`src/rtl/uart_core.sv`:
```
// uart_core: full-duplex UART with a shared baud tick generator.
//   The transmitter sends DATA_BITS data bits LSB first, with optional even or odd
//   parity and 1 or 2 stop bits.
//   The receiver oversamples at 16x and samples each bit at mid-bit. It rejects
//   short start glitches and reports parity and framing errors.
//
// Ports:
//   clk, rst       system clock; asynchronous active-low reset
//   tx_data        word to send (DATA_BITS)
//   tx_valid       tx_data valid
//   tx_ready       transmitter idle, can accept tx_data
//   tx_done        one-cycle pulse as the transmitter returns to idle
//   tx             serial output, idle high
//   rx             serial input, asynchronous to clk
//   rx_data        last received word, held until the next delivery
//   rx_valid       one-cycle pulse, new word on rx_data
//   rx_parity_err  parity mismatch, qualified by rx_valid
//   rx_frame_err   first stop bit sampled low, qualified by rx_valid
//
// Handshake: tx_data is taken on a clk edge where tx_valid && tx_ready.
// tx_ready is high only while the transmitter is idle. tx_valid is ignored at
// all other times, so the sender holds tx_data/tx_valid until the transfer
// happens. The receive side has no backpressure: rx_valid is a single-cycle
// pulse.
module uart_core #(
    parameter int CLK_FREQ   = 1600000,
    parameter int BAUD_RATE  = 10000,
    parameter int DATA_BITS  = 8,
    parameter int PARITY_EN  = 0,
    parameter int PARITY_ODD = 0,
    parameter int STOP_BITS  = 1
) (
    input  logic                 clk,
    input  logic                 rst,
    input  logic [DATA_BITS-1:0] tx_data,
    input  logic                 tx_valid,
    output logic                 tx_ready,
    output logic                 tx_done,
    output logic                 tx,
    input  logic                 rx,
    output logic [DATA_BITS-1:0] rx_data,
    output logic                 rx_valid,
    output logic                 rx_parity_err,
    output logic                 rx_frame_err
);
    localparam int   DIV     = CLK_FREQ / (BAUD_RATE * 16);
    localparam int   DIV_W   = (DIV > 1) ? $clog2(DIV) : 1;
    localparam logic PAR_ODD = (PARITY_ODD != 0);

    typedef enum logic [2:0] {TX_IDLE, TX_START, TX_DATA, TX_PARITY, TX_STOP} tx_state_e;
    typedef enum logic [2:0] {RX_IDLE, RX_START, RX_DATA, RX_PARITY, RX_STOP} rx_state_e;

    // Shared tick generator: one tick every DIV clocks; 16 ticks per bit.
    logic [DIV_W-1:0] div_cnt_q, div_cnt_d;
    logic             tick;

    tx_state_e            tx_state_q, tx_state_d;
    logic [DATA_BITS-1:0] tx_shift_q, tx_shift_d;
    logic                 tx_par_q, tx_par_d;
    logic [3:0]           tx_tick_q, tx_tick_d;
    logic [3:0]           tx_bit_q, tx_bit_d;
    logic                 tx_q, tx_d;
    logic                 tx_done_q, tx_done_d;
    logic                 tx_bit_end;

    logic                 rx_s1_q, rx_s2_q;
    rx_state_e            rx_state_q, rx_state_d;
    logic [DATA_BITS-1:0] rx_shift_q, rx_shift_d;
    logic [3:0]           rx_tick_q, rx_tick_d;
    logic [3:0]           rx_bit_q, rx_bit_d;
    logic                 rx_perr_int_q, rx_perr_int_d;
    logic                 rx_armed_q, rx_armed_d;
    logic [DATA_BITS-1:0] rx_data_q, rx_data_d;
    logic                 rx_valid_q, rx_valid_d;
    logic                 rx_perr_q, rx_perr_d;
    logic                 rx_ferr_q, rx_ferr_d;
    logic                 rx_sync, rx_mid;

    always_comb begin
        tick      = (div_cnt_q == DIV_W'(DIV - 1));
        div_cnt_d = tick ? '0 : div_cnt_q + 1'b1;
    end

    // Transmitter. Each bit ends on the 16th tick after it began. Only the start
    // bit's length depends on the tick phase at acceptance.
    always_comb begin
        tx_state_d = tx_state_q;
        tx_shift_d = tx_shift_q;
        tx_par_d   = tx_par_q;
        tx_tick_d  = tx_tick_q;
        tx_bit_d   = tx_bit_q;
        tx_d       = tx_q;
        tx_done_d  = 1'b0;
        tx_bit_end = tick && (tx_tick_q == 4'd15);
        if (tx_state_q != TX_IDLE && tick) tx_tick_d = tx_tick_q + 4'd1;
        case (tx_state_q)
            TX_IDLE: begin
                tx_d = 1'b1;
                if (tx_valid) begin
                    tx_shift_d = tx_data;
                    tx_par_d   = (^tx_data) ^ PAR_ODD;
                    tx_tick_d  = 4'd0;
                    tx_d       = 1'b0;
                    tx_state_d = TX_START;
                end
            end
            TX_START: if (tx_bit_end) begin
                tx_d       = tx_shift_q[0];
                tx_shift_d = tx_shift_q >> 1;
                tx_bit_d   = 4'd0;
                tx_state_d = TX_DATA;
            end
            TX_DATA: if (tx_bit_end) begin
                if (tx_bit_q == 4'(DATA_BITS - 1)) begin
                    tx_bit_d = 4'd0;
                    if (PARITY_EN != 0) begin
                        tx_d       = tx_par_q;
                        tx_state_d = TX_PARITY;
                    end else begin
                        tx_d       = 1'b1;
                        tx_state_d = TX_STOP;
                    end
                end else begin
                    tx_d       = tx_shift_q[0];
                    tx_shift_d = tx_shift_q >> 1;
                    tx_bit_d   = tx_bit_q + 4'd1;
                end
            end
            TX_PARITY: if (tx_bit_end) begin
                tx_d       = 1'b1;
                tx_bit_d   = 4'd0;
                tx_state_d = TX_STOP;
            end
            TX_STOP: if (tx_bit_end) begin
                if (tx_bit_q == 4'(STOP_BITS - 1)) begin
                    tx_done_d  = 1'b1;
                    tx_state_d = TX_IDLE;
                end else begin
                    tx_bit_d = tx_bit_q + 4'd1;
                end
            end
            default: tx_state_d = TX_IDLE;
        endcase
    end

    // Receiver. The bit phase restarts at the falling edge. The start bit is
    // checked 8 ticks in, at mid-bit. Every later sample is 16 ticks after the
    // previous one. After a frame error the receiver stays disarmed until the
    // line returns high, so a held-low line (break) delivers only one frame.
    always_comb begin
        rx_sync       = rx_s2_q;
        rx_mid        = tick && (rx_tick_q == 4'd15);
        rx_state_d    = rx_state_q;
        rx_shift_d    = rx_shift_q;
        rx_tick_d     = rx_tick_q;
        rx_bit_d      = rx_bit_q;
        rx_perr_int_d = rx_perr_int_q;
        rx_armed_d    = rx_armed_q;
        rx_data_d     = rx_data_q;
        rx_valid_d    = 1'b0;
        rx_perr_d     = 1'b0;
        rx_ferr_d     = 1'b0;
        if (rx_state_q != RX_IDLE && tick) rx_tick_d = rx_tick_q + 4'd1;
        case (rx_state_q)
            RX_IDLE: begin
                if (rx_sync) rx_armed_d = 1'b1;
                if (!rx_sync && rx_armed_q) begin
                    rx_tick_d     = 4'd0;
                    rx_perr_int_d = 1'b0;
                    rx_state_d    = RX_START;
                end
            end
            RX_START: if (tick && rx_tick_q == 4'd7) begin
                if (rx_sync) begin
                    rx_state_d = RX_IDLE;
                end else begin
                    rx_tick_d  = 4'd0;
                    rx_bit_d   = 4'd0;
                    rx_state_d = RX_DATA;
                end
            end
            RX_DATA: if (rx_mid) begin
                rx_shift_d = {rx_sync, rx_shift_q[DATA_BITS-1:1]};
                if (rx_bit_q == 4'(DATA_BITS - 1))
                    rx_state_d = (PARITY_EN != 0) ? RX_PARITY : RX_STOP;
                else
                    rx_bit_d = rx_bit_q + 4'd1;
            end
            RX_PARITY: if (rx_mid) begin
                rx_perr_int_d = (rx_sync != ((^rx_shift_q) ^ PAR_ODD));
                rx_state_d    = RX_STOP;
            end
            RX_STOP: if (rx_mid) begin
                rx_data_d  = rx_shift_q;
                rx_valid_d = 1'b1;
                rx_perr_d  = rx_perr_int_q;
                rx_ferr_d  = !rx_sync;
                if (!rx_sync) rx_armed_d = 1'b0;
                rx_state_d = RX_IDLE;
            end
            default: rx_state_d = RX_IDLE;
        endcase
    end

    always_ff @(posedge clk or negedge rst) begin
        if (!rst) begin
            div_cnt_q     <= '0;
            tx_state_q    <= TX_IDLE;
            tx_shift_q    <= '0;
            tx_par_q      <= 1'b0;
            tx_tick_q     <= 4'd0;
            tx_bit_q      <= 4'd0;
            tx_q          <= 1'b1;
            tx_done_q     <= 1'b0;
            rx_s1_q       <= 1'b1;
            rx_s2_q       <= 1'b1;
            rx_state_q    <= RX_IDLE;
            rx_shift_q    <= '0;
            rx_tick_q     <= 4'd0;
            rx_bit_q      <= 4'd0;
            rx_perr_int_q <= 1'b0;
            rx_armed_q    <= 1'b1;
            rx_data_q     <= '0;
            rx_valid_q    <= 1'b0;
            rx_perr_q     <= 1'b0;
            rx_ferr_q     <= 1'b0;
        end else begin
            div_cnt_q     <= div_cnt_d;
            tx_state_q    <= tx_state_d;
            tx_shift_q    <= tx_shift_d;
            tx_par_q      <= tx_par_d;
            tx_tick_q     <= tx_tick_d;
            tx_bit_q      <= tx_bit_d;
            tx_q          <= tx_d;
            tx_done_q     <= tx_done_d;
            rx_s1_q       <= rx;
            rx_s2_q       <= rx_s1_q;
            rx_state_q    <= rx_state_d;
            rx_shift_q    <= rx_shift_d;
            rx_tick_q     <= rx_tick_d;
            rx_bit_q      <= rx_bit_d;
            rx_perr_int_q <= rx_perr_int_d;
            rx_armed_q    <= rx_armed_d;
            rx_data_q     <= rx_data_d;
            rx_valid_q    <= rx_valid_d;
            rx_perr_q     <= rx_perr_d;
            rx_ferr_q     <= rx_ferr_d;
        end
    end

    assign tx_ready      = (tx_state_q == TX_IDLE);
    assign tx_done       = tx_done_q;
    assign tx            = tx_q;
    assign rx_data       = rx_data_q;
    assign rx_valid      = rx_valid_q;
    assign rx_parity_err = rx_perr_q;
    assign rx_frame_err  = rx_ferr_q;

endmodule

```
`config.mk`:
```
export PLATFORM = sky130hd
export DESIGN_NAME = uart_core
export DESIGN_NICKNAME = d
export VERILOG_FILES = /design/src/rtl/uart_core.sv
export SDC_FILE = /design/constraint.sdc
export NUM_CORES = 1
export LEC_CHECK = 0
export BUFFER_PORTS_ARGS = -buffer_cell sky130_fd_sc_hd__buf_2
export CAP_MARGIN = 40
export CORE_MARGIN = 4
export CORE_UTILIZATION = 50
export DETAILED_ROUTE_END_ITERATION = 12
export GPL_ROUTABILITY_DRIVEN = 0
export PLACE_DENSITY = 0.76
export SLEW_MARGIN = 20
export SYNTH_ARGS = -nofsm -noshare
export SYNTH_HDL_FRONTEND = slang
export SYNTH_SLANG_ARGS = --single-unit
```
`constraint.sdc`:
```
create_clock -name clk -period 2.3 [get_ports clk]
set_clock_uncertainty 0.05 [all_clocks]
set_input_delay 0.115 -clock clk [delete_from_list [all_inputs] [get_ports clk]]
set_output_delay 0.115 -clock clk [all_outputs]
set_load 0.05 [all_outputs]
```
# Yosys cells after proc, flatten, opt, wreduce, memory -nomap -nowiden
# Cells that the tools add are included.
[totals] regBits=59 in_bits=12 output_inout_bits=14
[classes] add_sub_neg=5 n_eq_ne=35 n_mux=63 reduce_logical=30
[ops] operator="$mux W4" n=17
[ops] operator="$mux W3" n=13
[ops] operator="$ne A2 B2 Y1 const B" n=19
[ops] operator="$mux W8" n=4
[ops] operator="$pmux W3 S5" n=2
[ops] operator="$pmux W8 S3" n=1
[ops] operator="$add A4 B1 Y4 const B" n=5
[ops] operator="$mux W1" n=19
[ops] operator="$pmux W4 S2" n=2
[ops] operator="$reduce_and A5 Y1" n=3
[ops] operator="$eq A3 B2 Y1 const B" n=4
[ops] operator="$eq A4 B3 Y1 const B" n=3
[ops] operator="$eq A4 B4 Y1 const B" n=3
[ops] operator="$pmux W4 S3" n=1
[ops] operator="$reduce_bool A3 Y1" n=4
[ops] operator="$reduce_and A4 Y1" n=2
[ops] operator="$reduce_xor A8 Y1" n=1
[ops] operator="$reduce_and A7 Y1" n=1
[ops] operator="$eq A3 B1 Y1 const B" n=2
[ops] operator="$eq A3 B3 Y1 const B" n=2
[ops] operator="$logic_and A1 B1 Y1" n=6
[ops] operator="$logic_not A3 Y1" n=2
[ops] operator="$reduce_and A6 Y1" n=1
[ops] operator="$reduce_bool A2 Y1" n=3
[ops] operator="other kinds (11)" n=13

# Depth between registers and ports, before layout
# Gate-level depths: netlist (run 1).
[logic_depth] depth_word=6 depth_mapped=6 ltp_nobuf=6

# Worst setup path after synthesis (run 1)
# No wires, ideal clock.
[synth_path] path_type="reg-to-reg" from="register tx_state_q[0]" to="register tx_tick_q[0]" t_arrival_ns=2.469 slack_ns=-0.344 stages_incl_launch_ff=5 path_buffers=1 period_less_slack_ns=2.644 path_cell_list="dfrtp_1 > clkbuf_1 > nor3_1 > o21bai_1 > mux2_2"
[synth_lines] element="start, declared" line="57" text="tx_state_e tx_state_q, tx_state_d;"
[synth_lines] element="start signal, assigned" line="229" text="tx_state_q <= tx_state_d;"
[synth_lines] element="$logic_not A3 Y1"
[synth_lines] element="via tx_ready" line="37" text="output logic tx_ready,"
[synth_lines] element="$mux W4" line="96" text="case (tx_state_q)"
[synth_lines] element="via tx_tick_d[0]" line="60" text="logic [3:0] tx_tick_q, tx_tick_d;"
[synth_lines] element="end signal, assigned" line="232" text="tx_tick_q <= tx_tick_d;"
[synth_lines] element="end, declared" line="60"
# The timed path passes the listed nets, and every way through them passes these cells.
# A chain may end at the register's enable or synchronous reset.

# Final worst setup path (run 1)
[layout_path] from="register div_cnt_q[2]" to="register tx_shift_q[0]"
[layout_between] elab_chain_len=4
[layout_rtl] element="start, declared" line="54" text="logic [DIV_W-1:0] div_cnt_q, div_cnt_d;"
[layout_rtl] element="start signal, assigned" line="228" text="div_cnt_q <= div_cnt_d;"
[layout_rtl] element="$eq A4 B4 Y1 *" line="80" text="tick = (div_cnt_q == DIV_W'(DIV - 1));"
[layout_rtl] element="$logic_and A1 B1 Y1 *" line="94" text="tx_bit_end = tick && (tx_tick_q == 4'd15);"
[layout_rtl] element="$ne A2 B2 Y1 (no line)"
[layout_rtl] element="$reduce_and A5 Y1 (no line) *"
[layout_rtl] element="end signal, assigned" line="230" text="tx_shift_q <= tx_shift_d;"
[layout_rtl] element="end, declared" line="58" text="logic [DATA_BITS-1:0] tx_shift_q, tx_shift_d;"
# Mark *: on every way between the ends. The rest lies on a longest branch, timed or not.

==> results of run 1 <==
-- power by group through the flow --
stage / Combinational, W / Clock, W / Sequential, W
floorplan: 0.000279 / 0 / 0.00127
global placement: 0.000381 / 0 / 0.00126
detailed placement: 0.000398 / 0 / 0.00126
CTS: 0.000405 / 0.00107 / 0.00125
global route: 0.000453 / 0.00112 / 0.00126
finish: 0.000398 / 0.00104 / 0.00125
-- cell families after synthesis --
| logic type | after synthesis | share of synthesized area (%) |
|---|---|---|
| fa+ha+maj | 5 | 2.11 |
| simple gates | 84 | 15.6 |
| xor+xnor | 11 | 3.71 |
| buf+inv | 25 | 4.34 |
| flops | 59 | 49.9 |
| mux | 36 | 13.6 |
| compound gates | 48 | 10.8 |
-- sequential cells by signal, indices dropped and copies added, names as in the netlist, 4 cells and up --
name and count:
rx_data 8, rx_shift_q 8, tx_shift_q 8, div_cnt_q 4, rx_bit_q 4, rx_tick_q 4, tx_bit_q 4, tx_tick_q 4
-- layer usage --
layer,share of wire (%),up-vias
met5,0,-
met4,1.6,0
met3,4.1,8
met2,50,37
met1,44,1002
li1,-,1028
-- metrics by stage --
step | instances | utilization (%)
final | 381 | 61.1
after global routing | 381 | 61.1
after CTS | 381 | 61.1
after detailed placement | 362 | 56.6
after global placement | 362 | 56.6
after floorplan | 268 | -
-- final cells by class --
class | instances | area (um^2) | share of cell area [%]
Clock buffer | 10 | 138 | 3.99
Clock inverter | 6 | 88.8 | 2.58
Inverter | 12 | 45.0 | 1.31
Multi-Input combinational cell | 184 | 1360 | 39.5
Sequential cell | 59 | 1480 | 43.0
Tap cell | 72 | 90.1 | 2.61
Timing Repair Buffer | 38 | 243 | 7.04
-- layout by cell type, fill, tap and decap left out, types with 3 or more instances in the layout --
cell	Yosys	final
buf_4	3	9
nor2_1	14	14
inv_1	12	12
o21bai_1	3	3
nor2b_1	5	5
clkbuf_8	0	10
ha_1	5	5
dfrtp_1	55	55
nor3_1	9	8
xor2_1	3	3
o21ai_0	14	14
a21oi_1	6	6
dfstp_2	4	4
mux2_2	30	30
o211ai_1	4	4
nand2_1	19	19
nand4_1	5	5
xnor2_1	7	7
dlygate4sd3_1	0	3
nor3b_1	4	4
mux2i_1	5	5
and2_1	3	3
buf_2	1	25
o31ai_1	3	3
nand2b_1	5	5
nand3_1	7	7
-- final timing paths --
kind                            endpoint
setup reg to reg           tx_shift_q[0]
hold reg to reg                  rx_s2_q
min in group asynchronous    tx_bit_q[2]
hold / removal             tx_shift_q[2]
setup / recovery           tx_shift_q[0]
max in group asynchronous     rx_armed_q
-- worst register-to-register path, cell delays in order (launching register included) --
cell      delay [ns]
dfrtp_1         0.43
and4bb_4        0.45
and4_1          0.23
o211a_1         0.35
mux2_2          0.38
==> run_results.csv, run 1 <==
group,metric,value,unit
clock_tree,clock_insertion_delay_at_the_later_pin_of_the_skew_report,0.33,ns
clock_tree,clock_sinks,59,
clock_tree,cts.root.buffer_cell,"clkbuf_8",
sta,final_layout_setup_total_negative_slack,0,ns
die,die-area,7230,um^2
sta,hold_violations,0,
sta,grt_setup_unrepaired,"false",
detailed_routing,routedWlPerCell,14.2,um
worst_setup_path,critPathMaxStageDelay,0.45,ns
detailed_routing,drtIter0Drc,135,
die,initial_core_utilization,52.6,%
sta,period_needed,2.01,ns
detailed_routing,vias,2075,
pwr,power_report.internal_total,0.00200,W
worst_hold_path,min_path_type,"in2reg",
clock_tree,cts_buffers,9,
worst_setup_path,path_max_fanout,13,
worst_setup_path,timing.critical_path.to_type,"flop",
clock_tree,post_cts_hold_buffer_count,3,
pwr,leakage,1.65,nW
sta,worst_slew_pin_slew,0.694,ns
die,floorplan.core_area,5640,um^2
global_routing,grt_remaining_overflow,0,
global_routing,met2_demand_to_capacity_share_in_global_routing,29.0,%
global_routing,globalRouteMet1Util,19.5,%
clock_tree,cts_buffer_depth,2,
die,ios,26,
synthesis,share_of_synthesized_area_occupied_by_flip_flops_and_latches,49.9,%
die,floorplan.rows,27,
outcome,run_status,"complete, no violations",
synthesis,synth.top_cells.by_count,"dfrtp_1 (55), mux2_2 (30), nand2_1 (19), nor2_1 (14), o21ai_0 (14)",
final_layout,syn2layout_area_growth,16.2,%
detailed_routing,drt-vias-per-instance,5.45,
sta,min_period_over_period,87.4,%
worst_setup_path,r2r_setup_slack,0.29,ns
die,die_y,85.0,um
pwr,fin_total_pwr,0.00269,W
placement,detailed_place_hpwl,3820,um
clock_tree,post_cts_repair_timing_setup_buffer_count,0,
final_layout,drive_above_1_share,30.4,%
worst_setup_path,critical-path-slowest-cell,"and4bb_4",
synthesis,synthFlopType,"dfrtp_1",
global_routing,grt_antenna_before_repair,0,
worst_setup_path,worst_reg_to_reg_cells,4,
synthesis,synth_top_cell_by_area,"dfrtp_1",
detailed_routing,remaining_drc_errors,0,
synthesis,post-synth-top-count-cell,"dfrtp_1",
synthesis,syn_inst,268,
pwr,share_comb_of_total_power,14.8,%
pwr,pwr-share-seq,46.4,%
synthesis,synth_area,2970,um^2
worst_setup_path,crit_arrival,2.18,ns
synthesis,yosysTopAreaCellShare,46.4,%
pwr,power.density_cell_area,779,nW/um^2
synthesis,synth.ff_latch_count,59,
sta,final_max_slew_viol_count,0,
worst_setup_path,critical_path_required,2.47,ns
flow_run,drv.max_cap_violation_count,0,
synthesis,yosys_warnings,0,
synthesis,post_synth_main_area_contributors,"dfrtp_1 (46%), mux2_2 (11%), dfstp_2 (3.5%), nand2_1 (2.4%), o21ai_0 (2.4%)",
worst_setup_path,critPathLaunchType,"flop",
clock_tree,clk_pin_slew,0.06,ns
sta,achievable-frequency,497,MHz
synthesis,synthesis.nets,285,
worst_setup_path,crit_path_cell_trace,"and4bb_4 -> and4_1 -> o211a_1 -> mux2_2",
detailed_routing,antenna_violating_nets_post_route,0,
clock_tree,cts_repair_resize_count,0,
worst_setup_path,timing.critical_path.depth,4,
final_layout,fin_nets,321,
worst_hold_path,hold_path_depth,3,
final_layout,fillers,460,
detailed_routing,wirelength,5400,um
worst_hold_path,hp-start,"tx_data[2]",
sta,worst_slew_margin_rel,53.8,%
final_layout,insertedDiodeCount,0,
global_routing,first_global_vias,2226,
pwr,p_clk_share,38.7,%
placement,buffer_ports.inserted,25,
die,chipWidth,85.0,um
worst_setup_path,criticalPathCategory,"reg2reg",
synthesis,netlist-cell-type-count,56,
worst_setup_path,critical_path_buf_inv_count,0,
global_routing,grt_max_degree,31,
worst_setup_path,reg2reg_from,"div_cnt_q[2]",
global_routing,globalRoute.busiestLayer,"met2",
synthesis,postSynthAreaPerCell,11.1,um^2
global_routing,globalRouteMet3Util,5.34,%
synthesis,synth_async_sr_flop_share,100,%
final_layout,final_cell_area,3450,um^2
placement,dpl-instance-area,3190,um^2
global_routing,globalRouteTotalUtil,16.8,%
sta,hold_ws,0.0334,ns
detailed_routing,detail_route.first_pass.iterations,4,
pwr,switching_share,25.5,%
synthesis,synth-edff-count,0,
clock_tree,cts_tree,"built",
pwr,vdd.ir_drop.worst,582,uV
sta,setup-violations-final,0,
pwr,netSwitchingPower,0.000685,W
placement,placement_setup_slack,0.287,ns
worst_setup_path,cpLargestDelayFamily,"simple AND/OR/NAND/NOR gates",
clock_tree,ctsHtreeMaxLevel,3,
worst_setup_path,timing.critical_path.from,"div_cnt_q[2]",
sta,setup_ws,0.290,ns
global_routing,global_route_wire_length_before_repair,9730,um
No activity file was read; power rests on OpenSTA's default activity.
==> run 2: changes to the inputs <==
CORE_MARGIN = 2   (was 4)
==> run 2 against run 1 <==
Compared with the run above:
- cell count up 0.52%
- register-to-register slack worse by 0.05 ns
- die area decreased by 9.2%
- utilization shrank 2.9 points
- critical path depth is 1 higher
- sequential power about the same
- sequential share of layout area increased by 0.76 points
- critical path type unchanged
- largest cell class unchanged
==> run_results.csv, run 2 (synthesized netlist as in run 1, its figures left out) <==
group,metric,value,unit
worst_setup_path,criticalPathCategory,"reg2reg",
final_layout,final_cell_area,3390,um^2
flow_run,drv.max_cap_violation_count,0,
placement,detailed_place_hpwl,3880,um
worst_setup_path,crit_path_cell_trace,"ha_1 -> and3b_1 -> o21ai_0 -> o211a_1 -> mux2_2",
detailed_routing,drtIter0Drc,59,
global_routing,grt_remaining_overflow,0,
sta,period_needed,2.06,ns
worst_hold_path,hold_path_depth,3,
global_routing,globalRouteTotalUtil,18.9,%
worst_setup_path,worst_reg_to_reg_cells,5,
final_layout,drive_above_1_share,29.5,%
global_routing,first_global_vias,2089,
clock_tree,clock_insertion_delay_at_the_later_pin_of_the_skew_report,0.34,ns
outcome,run_status,"complete, no violations",
final_layout,final-instance-count-excl-fill,383,
final_layout,final_cell_mix,"dfrtp_1 (55), mux2_2 (30), buf_2 (25), nand2_1 (19)",
worst_setup_path,critPathLaunchType,"flop",
clock_tree,cts_buffer_depth,2,
final_layout,final_standard_cell_utilization_of_the_core,58.3,%
clock_tree,clock_sinks,59,
placement,placement_setup_slack,0.274,ns
clock_tree,cts_buffers,9,
sta,worst_slew_margin_rel,68.1,%
clock_tree,cts.root.buffer_cell,"clkbuf_8",
worst_hold_path,min_path_type,"in2reg",
detailed_routing,drt-vias-per-instance,5.55,
detailed_routing,vias,2125,
worst_setup_path,critPathMaxStageDelay,0.40,ns
detailed_routing,remaining_drc_errors,0,
global_routing,global_route_wire_length_before_repair,9540,um
worst_setup_path,crit_arrival,2.23,ns
sta,final_max_slew_viol_count,0,
global_routing,grt_max_degree,25,
die,die-area,6570,um^2
die,initial_core_utilization,51.0,%
placement,buffer_ports.inserted,25,
detailed_routing,wirelength,5400,um
global_routing,grt_antenna_before_repair,0,
clock_tree,ctsHtreeMaxLevel,3,
pwr,vdd.ir_drop.worst,474,uV
pwr,power.density_cell_area,737,nW/um^2
sta,setup-violations-final,0,
clock_tree,clk_pin_slew,0.06,ns
final_layout,syn2layout_area_growth,14.2,%
final_layout,fillers,507,
die,chipWidth,81.0,um
placement,dpl-instance-area,3180,um^2
detailed_routing,routedWlPerCell,14.1,um
detailed_routing,detail_route.first_pass.iterations,4,
die,die_y,81.0,um
final_layout,insertedDiodeCount,0,
worst_setup_path,critical_path_required,2.46,ns
placement,dp_cells,364,
sta,min_period_over_period,89.6,%
sta,setup_ws,0.239,ns
pwr,leakage,1.63,nW
die,ios,26,
sta,grt_setup_unrepaired,"false",
sta,achievable-frequency,485,MHz
die,floorplan.rows,28,
clock_tree,post_cts_repair_timing_setup_buffer_count,0,
worst_setup_path,critical-path-slowest-cell,"dfrtp_1",
clock_tree,cts_tree,"built",
sta,worst_slew_pin_slew,0.473,ns
die,floorplan.core_area,5820,um^2
sta,final_layout_setup_total_negative_slack,0,ns
worst_setup_path,path_max_fanout,8,
sta,hold_violations,0,
worst_setup_path,timing.critical_path.to_type,"flop",
final_layout,fin_nets,320,
detailed_routing,antenna_violating_nets_post_route,0,
final_layout,mostFrequentLayoutCell,"dfrtp_1",
==> run 2: cell count changes in the layout (fill, tap and decap cells not counted), sizes merged <==
| cell | change |
|---|---|
| bufinv | -2 |
| clkinvlp | -2 |
| buf | -1 |
| clkbuf | +4 |
==> run 2: critical path: cells and delay by family (launching register included) <==
| kind | cells | cell delay [ns] |
|---|---|---|
| compound gates | 2 | 0.66 |
| flops | 1 | 0.40 |
| mux | 1 | 0.39 |
| fa+ha+maj | 1 | 0.23 |
| simple gates | 1 | 0.22 |
==> run 2: repair_timing <==
action / 4_1_cts / 5_1_grt
resized for setup: 0 / 0
hold buffers: 3 / 0
hold endpoints to repair: 19 / 0
==> run 2: cell type report <==
type	count	area, um^2	area share [%]
sequential	59	1480	43.7
multi-input combinational	184	1360	40.2
inverter	12	45.0	1.33
clock inverter	2	10.0	0.295
timing repair buffer	37	223	6.57
clock buffer	14	173	5.10
tap	75	93.8	2.77
==> run 2: where the power goes <==
| group | total, W | leakage [nW] | switching, W | internal [W] |
|---|---|---|---|---|
| Combinational | 0.000386 | 0.759 | 0.000187 | 0.000199 |
| Sequential | 0.00125 | 0.774 | 0.0000885 | 0.00116 |
| Clock | 0.000864 | 0.0965 | 0.000387 | 0.000477 |
| Total | 0.00250 | 1.63 | 0.000663 | 0.00184 |
==> run 2: per-layer routing <==
| metal | global-route usage (%) | vias up | share of wire [%] |
|---|---|---|---|
| li1 | - | 1036 | - |
| met1 | 23.2 | 1049 | 44 |
| met2 | 31.7 | 37 | 51 |
| met3 | 6.44 | 3 | 4.3 |
| met4 | 5.08 | 0 | 0.39 |
| met5 | 0 | - | 0 |
==> run 2: final timing paths <==
| path | startpoint | slack (ns) | end |
|---|---|---|---|
| worst max-delay path | tx_bit_q[0] | 0.24 | tx_shift_q[6] |
| worst max register to register | tx_bit_q[0] | 0.24 | tx_shift_q[6] |
| min in group asynchronous | rst | 0.21 | tx_state_q[2] |
| worst min-delay path | tx_data[2] | 0.04 | tx_shift_q[2] |
| max in group asynchronous | rst | 1.28 | rx_armed_q |
| worst min register to register | rx_s1_q | 0.30 | rx_s2_q |
==> run 2: stage by stage <==
step	total power, W	hold WS, ns
6_report	0.00250	0.0361
3_3_place_gp	0.00163	0.0356
5_1_grt	0.00265	0.0821
2_1_floorplan	0.00155	-0.231
3_5_place_dp	0.00165	0.0385
4_1_cts	0.00253	0.0247
==> run 3: changes to the inputs <==
BUFFER_PORTS_ARGS = -buffer_cell sky130_fd_sc_hd__buf_4   (was -buffer_cell sky130_fd_sc_hd__buf_2)
CAP_MARGIN = 30   (was 40)
==> run 3 against run 2 <==
Compared with the run above:
- maximum frequency is 2.5% higher
- utilization is 1.0 points higher
- critical path depth is 1 lower
- non-clock buffer count is 1 lower
- die area stayed put
- flip-flop and latch count stayed put
- worst setup slack better by 0.050 ns
- power is 1.7% higher
- largest cell class unchanged
- global-route usage is 0.99 points lower
- critical endpoint is now tx_shift_q[4]
==> run_results.csv, run 3 (synthesized netlist as in run 1, its figures left out) <==
group,metric,value,unit
outcome,run_status,"complete, no violations",
clock_tree,ctsHtreeMaxLevel,3,
placement,detailed_place_hpwl,3650,um
global_routing,global_route_wire_length_before_repair,8980,um
detailed_routing,drt-vias-per-instance,5.49,
final_layout,final_standard_cell_utilization_of_the_core,59.3,%
clock_tree,cts_tree,"built",
global_routing,grt_max_degree,60,
sta,period_needed,2.01,ns
sta,worst_slew_pin_slew,0.728,ns
worst_setup_path,cpLargestDelayFamily,"simple AND/OR/NAND/NOR gates",
worst_hold_path,min_path_type,"in2reg",
clock_tree,clock_insertion_delay_at_the_later_pin_of_the_skew_report,0.32,ns
placement,placement_setup_slack,0.296,ns
pwr,power.density_cell_area,737,nW/um^2
detailed_routing,remaining_drc_errors,0,
clock_tree,clk_pin_slew,0.06,ns
clock_tree,cts_repair_resize_count,0,
global_routing,globalRouteTotalUtil,17.9,%
sta,final_layout_setup_total_negative_slack,0,ns
sta,final_max_slew_viol_count,0,
sta,setup_ws,0.289,ns
final_layout,mostFrequentLayoutCell,"dfrtp_1",
final_layout,multi_input_comb_area,1360,um^2
clock_tree,clock_sinks,59,
pwr,leakage,1.63,nW
final_layout,final_cell_mix,"dfrtp_1 (55), buf_4 (33), mux2_2 (30), nand2_1 (19)",
worst_setup_path,critical_path_required,2.46,ns
detailed_routing,routedWlPerCell,13.6,um
clock_tree,cts_buffers,9,
sta,worst_slew_margin_rel,51.4,%
flow_run,drv.max_cap_violation_count,0,
detailed_routing,antenna_violating_nets_post_route,0,
sta,hold_violations,0,
detailed_routing,detail_route.first_pass.iterations,4,
worst_setup_path,crit_path_cell_trace,"and4bb_4 -> and4_1 -> o211a_1 -> mux2_2",
worst_setup_path,critical-path-slowest-cell,"and4bb_4",
placement,buffer_ports.inserted,25,
worst_setup_path,path_max_fanout,13,
final_layout,syn2layout_area_growth,16.2,%
worst_setup_path,critPathMaxStageDelay,0.45,ns
worst_setup_path,critical_path_buf_inv_count,0,
worst_setup_path,crit_arrival,2.17,ns
die,floorplan.core_area,5820,um^2
die,initial_core_utilization,51.0,%
clock_tree,cts_buffer_depth,2,
worst_setup_path,criticalPathCategory,"reg2reg",
detailed_routing,drtIter0Drc,108,
final_layout,drive_above_1_share,28.7,%
placement,dpl-instance-area,3230,um^2
die,chipWidth,81.0,um
final_layout,fin_nets,319,
sta,achievable-frequency,497,MHz
sta,setup-violations-final,0,
worst_setup_path,timing.critical_path.to_type,"flop",
global_routing,first_global_vias,2060,
final_layout,fillers,488,
clock_tree,cts.root.buffer_cell,"clkbuf_8",
detailed_routing,vias,2097,
global_routing,grt_remaining_overflow,0,
sta,grt_setup_unrepaired,"false",
final_layout,final_cell_area,3450,um^2
worst_setup_path,critPathLaunchType,"flop",
die,floorplan.rows,28,
pwr,vdd.ir_drop.worst,744,uV
detailed_routing,wirelength,5190,um
final_layout,regArea,1480,um^2
global_routing,grt_antenna_before_repair,0,
die,ios,26,
final_layout,insertedDiodeCount,0,
die,die_y,81.0,um
die,die-area,6570,um^2
sta,min_period_over_period,87.5,%
==> run 3: worst register-to-register path, stage by stage, from the launching register on <==
cell      delay, ns
dfrtp_1        0.42
and4bb_4       0.45
and4_1         0.23
o211a_1        0.36
mux2_2         0.38
==> run 3: layout make-up <==
cell class / count / share of cell area [%]
Clock inverter: 2 / 1.02
Inverter: 12 / 1.31
Tap cell: 75 / 2.72
Timing Repair Buffer: 36 / 8.06
Multi-Input combinational cell: 184 / 39.5
Clock buffer: 14 / 4.43
Sequential cell: 59 / 43.0
==> run 3: report_power, final <==
group	switching, W	total [W]	internal (W)
clock	0.000374	0.000904	0.000530
sequential	0.0000851	0.00125	0.00116
combinational	0.000183	0.000390	0.000207
==> run 3: final timing paths <==
check	from	to	slack [ns]	cells past startpoint
hold reg to reg	rx_s1_q	rx_s2_q	0.31	0
setup / recovery	div_cnt_q[2]	tx_shift_q[4]	0.29	4
max in group asynchronous	rst	div_cnt_q[1]	1.37	2
min in group asynchronous	rst	tx_done	0.34	2
setup reg to reg	div_cnt_q[2]	tx_shift_q[4]	0.29	4
hold / removal	tx_data[2]	tx_shift_q[2]	0.04	3
==> run 3: metal layers <==
layer	GRT usage (%)	wire length, um	vias up
met5	0	0	-
met1	21.3	2220	1007
li1	-	-	1034
met2	30.2	2620	48
met3	6.00	251	8
met4	6.10	93	0
==> run 3: repair_timing <==
action	4_1_cts	5_1_grt
buffers inserted	0	0
hold buffers	3	0
endpoints found under the hold margin	57	0
==> run 3: per-stage QoR <==
step	power [W]	std cells	hold WS (ns)
floorplan	0.00155	268	-0.231
global placement	0.00164	363	0.174
detailed placement	0.00166	363	0.175
CTS	0.00257	382	0.0309
global route	0.00267	382	0.0414
finish	0.00254	382	0.0433
